==> config.mk <==
export PLATFORM = sky130hd
export DESIGN_NAME = cpu_ctrl
export DESIGN_NICKNAME = d
export VERILOG_FILES = /design/src/rtl/cpu_ctrl.sv
export SDC_FILE = /design/constraint.sdc
export NUM_CORES = 1
export LEC_CHECK = 0
export ABC_AREA = 1
export BUFFER_PORTS_ARGS = -buffer_cell sky130_fd_sc_hd__buf_2
export CAP_MARGIN = 20
export CELL_PAD_IN_SITES_DETAIL_PLACEMENT = 0
export CELL_PAD_IN_SITES_GLOBAL_PLACEMENT = 1
export CORE_MARGIN = 2
export CORE_UTILIZATION = 33
export CTS_BUF_LIST = sky130_fd_sc_hd__clkbuf_8
export DETAILED_ROUTE_END_ITERATION = 16
export PLACE_DENSITY_LB_ADDON = 0.3
export SKIP_LAST_GASP = 1
export SLEW_MARGIN = 20
export SYNTH_ARGS = -nofsm -noshare
export SYNTH_HDL_FRONTEND = slang
export SYNTH_SLANG_ARGS = --single-unit
==> constraint.sdc <==
create_clock -name clk -period 3.34 [get_ports clk]
set_input_delay 0.334 -clock clk [delete_from_list [all_inputs] [get_ports clk]]
set_output_delay 0.334 -clock clk [all_outputs]
set_load 0.01 [all_outputs]
==> src/rtl/cpu_ctrl.sv <==
// cpu_ctrl: fetch/decode/execute sequencer for the 8-bit-address,
// 16-bit-data accumulator machine. The state register and the
// retired-instruction counter are the only storage. All datapath strobes
// are decoded combinationally from the state, the IR opcode and acc_zero.
module cpu_ctrl #(
    parameter int OP_W  = 4,
    parameter int CNT_W = 8
) (
    input  logic             clk,
    input  logic             reset,
    input  logic             run,
    input  logic [15:0]      ir,
    input  logic             acc_zero,
    output logic [2:0]       cs,
    output logic             addr_sel,
    output logic             pc_inc,
    output logic             pc_ld,
    output logic             ir_ld,
    output logic             ram_we,
    output logic             acc_ld,
    output logic [1:0]       alu_op,
    output logic             out_ld,
    output logic             illegal,
    output logic             halted,
    output logic [CNT_W-1:0] inst_count
);

    typedef enum logic [2:0] {
        S_IDLE   = 3'b000,
        S_FETCH1 = 3'b001,
        S_FETCH2 = 3'b010,
        S_DECODE = 3'b011,
        S_EXEC1  = 3'b100,
        S_EXEC2  = 3'b101,
        S_HALT   = 3'b111
    } state_t;

    localparam logic [OP_W-1:0] OP_NOP   = OP_W'(4'h0);
    localparam logic [OP_W-1:0] OP_LOAD  = OP_W'(4'h1);
    localparam logic [OP_W-1:0] OP_STORE = OP_W'(4'h2);
    localparam logic [OP_W-1:0] OP_ADD   = OP_W'(4'h3);
    localparam logic [OP_W-1:0] OP_SUB   = OP_W'(4'h4);
    localparam logic [OP_W-1:0] OP_JMP   = OP_W'(4'h5);
    localparam logic [OP_W-1:0] OP_JZ    = OP_W'(4'h6);
    localparam logic [OP_W-1:0] OP_OUT   = OP_W'(4'h7);
    localparam logic [OP_W-1:0] OP_HALT  = OP_W'(4'hF);

    state_t            cs_q;
    state_t            cs_d;
    logic [CNT_W-1:0]  count_q;
    logic [OP_W-1:0]   op_s;
    logic              finish_s;
    logic              op_illegal_s;
    logic              unused_ir_s;

    assign op_s        = ir[15 -: OP_W];
    assign unused_ir_s = ^ir[15-OP_W:0];

    // Opcodes outside the defined set decode as NOP but raise illegal.
    function automatic logic is_illegal(input logic [OP_W-1:0] op);
        logic r;
        case (op)
            OP_NOP, OP_LOAD, OP_STORE, OP_ADD, OP_SUB,
            OP_JMP, OP_JZ, OP_OUT, OP_HALT: r = 1'b0;
            default:                        r = 1'b1;
        endcase
        return r;
    endfunction

    assign op_illegal_s = is_illegal(op_s);

    // Next-state selection and detection of the instruction's final cycle.
    always_comb begin
        cs_d     = S_IDLE;
        finish_s = 1'b0;
        case (cs_q)
            S_IDLE: begin
                if (run) begin
                    cs_d = S_FETCH1;
                end else begin
                    cs_d = S_IDLE;
                end
            end
            S_FETCH1: cs_d = S_FETCH2;
            S_FETCH2: cs_d = S_DECODE;
            S_DECODE: begin
                case (op_s)
                    OP_LOAD, OP_STORE, OP_ADD, OP_SUB: cs_d = S_EXEC1;
                    OP_HALT:                           cs_d = S_HALT;
                    default:                           finish_s = 1'b1;
                endcase
            end
            S_EXEC1: begin
                if (op_s == OP_STORE) begin
                    finish_s = 1'b1;
                end else begin
                    cs_d = S_EXEC2;
                end
            end
            S_EXEC2: finish_s = 1'b1;
            S_HALT:  cs_d = S_HALT;
            default: cs_d = S_IDLE;
        endcase
        // An instruction's last cycle samples run to decide whether to continue.
        if (finish_s) begin
            if (run) begin
                cs_d = S_FETCH1;
            end else begin
                cs_d = S_IDLE;
            end
        end else begin
            cs_d = cs_d;
        end
    end

    // State register and retired-instruction counter.
    always_ff @(posedge clk or posedge reset) begin
        if (reset) begin
            cs_q    <= S_IDLE;
            count_q <= {CNT_W{1'b0}};
        end else begin
            cs_q <= cs_d;
            if (finish_s) begin
                count_q <= count_q + CNT_W'(1);
            end
        end
    end

    // Strobe decode; every strobe is low unless the current state asks for it.
    always_comb begin
        addr_sel = 1'b0;
        pc_inc   = 1'b0;
        pc_ld    = 1'b0;
        ir_ld    = 1'b0;
        ram_we   = 1'b0;
        acc_ld   = 1'b0;
        alu_op   = 2'b00;
        out_ld   = 1'b0;
        illegal  = 1'b0;
        halted   = 1'b0;
        case (cs_q)
            S_FETCH1: addr_sel = 1'b0;
            S_FETCH2: begin
                ir_ld  = 1'b1;
                pc_inc = 1'b1;
            end
            S_DECODE: begin
                illegal = op_illegal_s;
                case (op_s)
                    OP_JMP:  pc_ld  = 1'b1;
                    OP_JZ:   pc_ld  = acc_zero;
                    OP_OUT:  out_ld = 1'b1;
                    default: pc_ld  = 1'b0;
                endcase
            end
            S_EXEC1: begin
                addr_sel = 1'b1;
                ram_we   = (op_s == OP_STORE);
            end
            S_EXEC2: begin
                addr_sel = 1'b1;
                acc_ld   = 1'b1;
                case (op_s)
                    OP_ADD:  alu_op = 2'b01;
                    OP_SUB:  alu_op = 2'b10;
                    default: alu_op = 2'b00;
                endcase
            end
            S_HALT:  halted = 1'b1;
            default: halted = 1'b0;
        endcase
    end

    assign cs         = cs_q;
    assign inst_count = count_q;

endmodule
**Word-level counts from Yosys, hierarchy flattened**

Memories as Yosys holds them, arrays and structs flattened.
Index checks and enable logic that the tools add are counted.

- Add/sub/neg operators: 1
- Eq/ne operators: 14
- Muxes and demuxes: 20
- Reductions and logical operators: 4

Operator list:

| cell | number |
|---|---|
| $pmux W3 S6 | 1 |
| $eq A4 B3 Y1 const B | 4 |
| $mux W1 | 12 |
| $eq A3 B3 Y1 const B | 3 |
| $add A8 B1 Y8 const B | 1 |
| $eq A4 B2 Y1 const B | 2 |
| $eq A3 B2 Y1 const B | 2 |
| $mux W3 | 2 |
| $pmux W3 S2 | 1 |
| $reduce_or A5 Y1 | 1 |
| $eq A4 B1 Y1 const B | 1 |
| $eq A4 B4 Y1 const B | 1 |
| $pmux W2 S2 | 1 |
| $reduce_or A4 Y1 | 1 |
| $eq A3 B1 Y1 const B | 1 |
| $logic_not A3 Y1 | 1 |
| $pmux W1 S3 | 1 |
| $mux W2 | 1 |
| $pmux W1 S2 | 1 |
| $reduce_or A2 Y1 | 1 |

- Flip-flop bits (word level): 11
- Bits in read-only memories: 16
- Input bits: 20
- Output and inout bits: 22
- Logic and storage cells: 42
- Memories: 1

Memory list:

| memory | words | width | rd ports | clocked after Yosys merged registers in | write ports | RTL line | source |
|---|---|---|---|---|---|---|---|
| (no name shown) | 16 | 1 | 1 | 0 | 0 | 62 | `case (op)` |

**Depth between registers and ports, before layout**

Gate-level depths: netlist (run 1).

- Word-level depth: 5
- Depth in mapped cells: 7
- Depth with buffers taken out: 7

**Least setup slack after synthesis (run 1)**

No wires, ideal clock.

- Path kind: register to output
- From: register cs_q[2], in the netlist cs[2]
- To: output alu_op[0]
- Arrival time: 1.157 ns
- Data required time: 3.006 ns
- Slack: 1.849 ns
- Stages on the path, launching flop included: 5
- Path buffers: 0
- Cells stage by stage: dfrtp_1 > inv_2 > nor3_2 > inv_2 > nor4_2

- Longest elaborated chain between the ends: 2

RTL lines:

| item | RTL line | source |
|---|---|---|
| start, declared | 48 | `state_t cs_q;` |
| start signal, assigned | 122 | `cs_q <= cs_d;` |
| $eq A3 B3 Y1 | 141 | `case (cs_q)` |
| $mux W2 | 141 |  |
| end, declared | 21 | `output logic [1:0] alu_op,` |

Every way passes these cells.

**Worst setup path in the final report (run 1)**

Same ends and word-level chain as after synthesis.

==> out/results.tsv, run 1 <==
metric	value	unit
H-tree lvl count	1	
Syn Std Cell Area	812.0	um2
VDD IR max	0.2258	mV
kind of critical path	reg -> out	
reg2reg end	inst_count[1]$_DFFE_PP0P_	
slowest CP cell	dfrtp_1	
Tot Pwr	0.0002821	W
Initial Util	35.68	%
DRT Wirelength	1904	um
commonest non-fill, non-tap cell in the layout	nand2_1	
design area	0.001031	mm2
first-pass GRT wire length	3353	um
DP Area	984.7	um2
WP data arrival	1350	ps
P&R area growth vs syn	26.96	%
CP most frequent cell	inv_2	
worst slack at placement	1888	ps
final slew viol count	0	
gr usage total	15.76	%
M2 GR Usage	25.51	%
nets@finish	169	
Port Buffers	29	
Antenna Cells	0	
CP endpoint kind	output port	
Critical Path Fanout Max	6	
largest net degree at the start of global routing	12	
Max clock buf depth	2	
GRT Residual Overflow	0	
Netlist cell types	24	
GP Congestion	0.6938	
DR WL/cell	10.88	um
slew at the pin with the worst max-slew slack	417.5	ps
core box area	0.002276	mm2
DIE WIDTH	53.61	um
final setup TNS	0	ps
Pleak	0.5813	nW
# setup viols final	0	
status	complete, no violations	
# hold bufs at CTS	0	
Antenna Nets Post-Route	0	
synthesized instance count	115	
syn_nets	136	
drt pass-1 iters	4	
# clock sinks	11	
crit-path max cell delay	460	ps
routed via count	865	
vias in the first global route	772	
crit start category	register	
TritonCTS clock tree	yes	
path depth of the worst reg2reg path	6	
register area share after synthesis	33.90	%
Die Ht	53.61	um
most frequent cells in the layout	36 x nand2_1, 29 x buf_2, 16 x nand3_1	
WP data required	3010	ps
layout cells sized above 1	33.33	%
slew margin rel.	72.14	%
register-to-register setup slack	2050	ps
HP Class	in -> async	
Rows	17	
drt drc	0	
syn avg cell area	7.061	um2
Seq cells post-synth	11	
I/O pin total	42	
Final min period	1681	ps
clock latency on the worst-skew pair	230	ps
Root Driver	clkbuf_8	
Worst Clk Skew	1.915	ps
yosys warns	0	
GR peak layer	met2	
final hold vios	0	
Post CTS Setup Buffer Count	0	
final worst slack	1659	ps
vias per cell	4.943	
GRT met1 Usage	21.47	%
initial antenna violation count	0	
Fmax	594.9	MHz
DPL Wire Length	1496	um
P per Cell Area	273.6	mW/mm2
Critical R2R Launch	cs[1]$_DFF_PP0_	
detailed router's first-iteration violation count	21	
CP Cell Sequence	inv_2, nor3_2, inv_2, nor4_2, buf_2	
Tcrit/Tclk final	50.33	%
CTS Buf Count	3	
max_cap viols	0	
grt met3 use	1.667	%
RSZ-0062 raised after global routing	no	
clock-pin slew of the registers on the worst-case setup and hold paths	50	ps
post-CTS sizing	0	
Die Footprint	0.002874	mm2
## through the flow
step / util, % / hold slack (ps) / cells
6_report: 45.30 / 83.49 / 175
2_1_floorplan: - / 186.4 / 115
4_1_cts: 45.30 / 97.74 / 175
3_5_place_dp: 43.27 / 352.0 / 171
5_1_grt: 45.30 / 106.5 / 175
3_3_place_gp: 43.27 / 347.3 / 171
## cell usage after synthesis, drive strengths merged
library cell	instances	share of area (%)
xnor2	1	1.1
buf	1	0.92
dfrtp	11	34
nand2	40	21
nand3b	1	0.92
nor3	4	3.1
o2111ai	1	1.1
nand4	3	4.9
inv	16	7.4
xor2	3	3.2
ha	1	1.5
nor2	13	7.6
nor4	2	2.3
nand3	16	9.9
o21ai	2	1.2
## routing by layer
metal	wire (um)	share of wire [%]
met2	900	47
met1	858	45
met3	136	7.1
met5	0	0
met4	10	0.53
## worst max-delay path, delay by kind of cell (launching register included)
family	cells	cell delay [ps]
and+or+nand+nor	2	310
DFF	1	460
buffers and inverters	3	330
## registers in the layout, indices dropped and copies added, names as in the netlist
name        flops
inst_count      8
cs              3
## area by class of cell
cell class | count | area [um2]
Clock buffer | 3 | 41.29
Timing Repair Buffer | 29 | 145.1
Tap cell | 28 | 35.03
Multi-Input combinational cell | 87 | 469.2
Fill cell | 237 | 1245
Sequential cell | 11 | 275.3
Inverter | 16 | 60.06
Clock inverter | 1 | 5.005
## power by group
group | internal, W | switching (W) | leakage (nW)
Sequential | 0.000134 | 0 | 0.138
Clock | 0.0000818 | 0.0000484 | 0.0255
Combinational | 0.00000572 | 0.0000127 | 0.418
Total | 0.000221 | 0.0000611 | 0.581
## how the worst max path moves through the flow
stage,slack [ps],startpoint,end
after floorplan,1850,cs[2]$_DFF_PP0_,alu_op[0]
after global placement,1910,cs[2]$_DFF_PP0_,alu_op[0]
after detailed placement,1890,cs[2]$_DFF_PP0_,alu_op[0]
after CTS,1630,cs[2]$_DFF_PP0_,alu_op[0]
after global routing,1450,cs[0]$_DFF_PP0_,alu_op[0]
final,1660,cs[2]$_DFF_PP0_,alu_op[0]
## logic make-up (layout without fill, tap and decap cells)
kind of cell             Yosys count  in the layout  synth area share, %
AO/OA/AOI/OAI                      3              3                2.311
adder cells (fa/ha/maj)            1              1                1.541
AND/OR/NAND/NOR                   79             79                49.62
XOR/XNOR                           4              4                4.315
flip-flops                        11             11                33.90
buffers and inverters             17             49                8.321
No activity file was read; power rests on OpenSTA's default activity.
==> run 2, diff against run 1 <==
Settings changed: ABC_AREA 1 to 0, CORE_UTILIZATION 33 to 31.
Clock period 3.34 ns to 1.7 ns, I/O delays scaled along.
==> run 2 against run 1 <==
  * Global-route usage fell by 2.9 points
  * Clock skew fell by 1.5 ps
  * Via count fell by 23%
  * Sequential power rose to 3.5 times the previous value
  * Register-to-register slack got worse by 1900 ps
  * Routed wire length fell by 19%
  * Hold slack improved by 72 ps
  * Total power rose to 5.2 times the previous value
  * Critical path depth fell by 1
  * Final cell count fell by 20%
  * Count of clock-buffer cells in the layout did not move
  * Largest cell class unchanged
  * Largest power group is now combinational cells
==> out/results.tsv, run 2 <==
metric	value	unit	change
status	complete, no violations		
drt drc	0		unchanged
yosys warns	0		unchanged
Worst Clk Skew	0.4013	ps	-1.514 ps
max FFs per register	8		unchanged
area share of the largest cell type after synthesis	39.50	%	+5.6 points
syn_nets	96		-29%
Syn Std Cell Area	696.9	um2	-14%
layout cells sized above 1	41.07	%	+7.7 points
slowest CP cell	dfrtp_1		
CTS Buf Count	3		unchanged
Max clock buf depth	2		unchanged
vias in the first global route	595		-23%
routed via count	664		-23%
largest area contributor in the netlist	dfrtp_1		
commonest non-fill, non-tap cell in the layout	buf_2		
final hold vios	0		unchanged
HP Class	in -> reg		
number of enable flip-flop cells after synthesis	0		unchanged
first-pass GRT wire length	2580	um	-23%
Port Buffers	29		unchanged
most common cell in the netlist	nand2_1		
GP Congestion	0.7816		+13%
Tot Pwr	0.001457	W	+420%
Pleak	0.5036	nW	-13%
drt pass-1 iters	4		unchanged
Fmax	636.7	MHz	
VDD IR max	0.7189	mV	+220%
Die Ht	51.42	um	-4.1%
top cells by count, synth	13 x nand2_1, 11 x dfrtp_1, 6 x xnor2_1		
syn avg cell area	9.292	um2	+32%
CP Cell Sequence	nor2b_2, nand2_1, nor4_1, buf_2		
crit start category	register		
initial antenna violation count	0		unchanged
Netlist cell types	30		+25%
DRT Wirelength	1549	um	-19%
crit-path max cell delay	430	ps	-30 ps
synth top area cells	dfrtp_1 39%, xnor2_1 7.5%, nand2_1 7.0%		
Post-synth ARST share	100.0	%	unchanged
clock-pin slew of the registers on the worst-case setup and hold paths	50	ps	about the same
Rows	17		unchanged
P per Cell Area	1522	mW/mm2	+460%
count of non-filler cells in the finished layout	140		-20%
Final min period	1571	ps	
GRT Residual Overflow	0		unchanged
placed cells	135		-21%
gr usage total	12.86	%	-2.9 points
P&R area growth vs syn	37.34	%	
clock latency on the worst-skew pair	230	ps	about the same
WP data required	1530	ps	-1480 ps
CP endpoint kind	output port		
TritonCTS clock tree	yes		
final slew viol count	0		unchanged
vias per cell	4.743		-4.0%
Synth Flop Type	dfrtp_1		
nets@finish	134		-21%
# clock sinks	11		unchanged
WP data arrival	1400	ps	+50 ps
most frequent cells in the layout	29 x buf_2, 13 x nand2_1, 11 x dfrtp_1		
kind of critical path	reg -> out		
Root Driver	clkbuf_8		
final worst slack	129.3	ps	-1530 ps
max_cap viols	0		unchanged
Tcrit/Tclk final	92.39	%	
Seq cells post-synth	11		unchanged
DIE WIDTH	51.42	um	-4.1%
DR WL/cell	11.06	um	+1.7%
Worst Hold Margin	155.9	ps	+72.41 ps
Antenna Nets Post-Route	0		unchanged
Critical Path Fanout Max	8		+2
core box area	0.002170	mm2	-4.7%
Antenna Cells	0		unchanged
register area share after synthesis	39.50	%	+5.6 points
synthesized instance count	75		-35%
DPL Wire Length	1178	um	-21%
detailed router's first-iteration violation count	2		-90%
Die Footprint	0.002644	mm2	-8.0%
largest net degree at the start of global routing	12		unchanged
worst slack at placement	127.3	ps	-1761 ps
slew margin rel.	72.44	%	+0.30 points
H-tree lvl count	1		unchanged
# setup viols final	0		unchanged
Initial Util	32.12	%	-3.6 points
slew at the pin with the worst max-slew slack	413.0	ps	-4.470 ps
I/O pin total	42		unchanged
-- run 2: changes by cell type in the layout (fill, tap and decap cells not counted), moves of 4 or more --
| cell | previous run | this run |
|---|---|---|
| buf_4 | 0 | 6 |
| inv_1 | 11 | 4 |
| nor2_1 | 10 | 5 |
| nand3_1 | 16 | 0 |
| inv_2 | 5 | 0 |
| xnor2_1 | 1 | 6 |
| and3_1 | 0 | 4 |
| nand2_1 | 36 | 13 |
-- run 2: metal layers --
metal / GRT usage (%) / part of all wire [%]
met1: 15.19 / 46
met2: 22.01 / 47
met3: 1.462 / 4.6
met4: 7.895 / 1.5
met5: 0 / 0
-- run 2: cell type report --
| cell class | count | area [um2] |
|---|---|---|
| Fill cell | 248 | 1212 |
| Timing Repair Buffer | 36 | 200.2 |
| Tap cell | 28 | 35.03 |
| Inverter | 3 | 11.26 |
| Multi-Input combinational cell | 58 | 390.4 |
| Clock buffer | 3 | 41.29 |
| Sequential cell | 11 | 275.3 |
| Clock inverter | 1 | 3.754 |
-- run 2: kinds of logic after synthesis --
family                   count (synthesis)  share of synthesized area, %
AND/OR/NAND/NOR                         37                         29.62
XOR/XNOR                                 7                         8.797
AO/OA/AOI/OAI                           11                         12.21
flip-flops                              11                         39.50
multiplexers                             2                         3.231
adder cells (fa/ha/maj)                  1                         1.795
buffers and inverters                    6                         4.847
-- run 2: path summary, 6_finish.rpt --
kind / slack (ps) / startpoint / endpoint / depth (start not counted)
min reg2reg: 460 / inst_count[7]$_DFFE_PP0P_ / inst_count[7]$_DFFE_PP0P_ / 1
max in group asynchronous: 940 / reset / inst_count[4]$_DFFE_PP0P_ / 3
min in group asynchronous: 470 / reset / inst_count[7]$_DFFE_PP0P_ / 3
min: 160 / run / cs[0]$_DFF_PP0_ / 3
max reg2reg: 160 / cs[2]$_DFF_PP0_ / inst_count[5]$_DFFE_PP0P_ / 6
max: 130 / cs[2]$_DFF_PP0_ / alu_op[0] / 4
-- run 2: report_power, final --
group / leakage, nW / total, W / internal, W / switching, W
sequential: 0.140 / 0.000472 / 0.000360 / 0.000112
combinational: 0.337 / 0.000736 / 0.000351 / 0.000385
clock: 0.0269 / 0.000249 / 0.000158 / 0.0000909
-- run 2: timing repair --
| action | in CTS | in global routing |
|---|---|---|
| setup endpoints to repair | 0 | 1 |
| hold buffers | 1 | 0 |
| hold endpoints to repair | 11 | 0 |
| resized for setup | 0 | 1 |
| setup buffers | 0 | 0 |
-- run 2: stage by stage --
stage                     cell area (um2)  util [%]  setup TNS, ps
after floorplan                     696.9         -              0
after global placement              899.6     41.46              0
after detailed placement            899.6     41.46              0
after CTS                           954.7     44.00              0
after global routing                957.2     44.12         -15.64
final                               957.2     44.12              0
-- run 2: critical path, delay by kind of cell (launching register included) --
family        cells  cell delay, ps
simple gates      3             560
flops             1             430
buf+inv           1             170
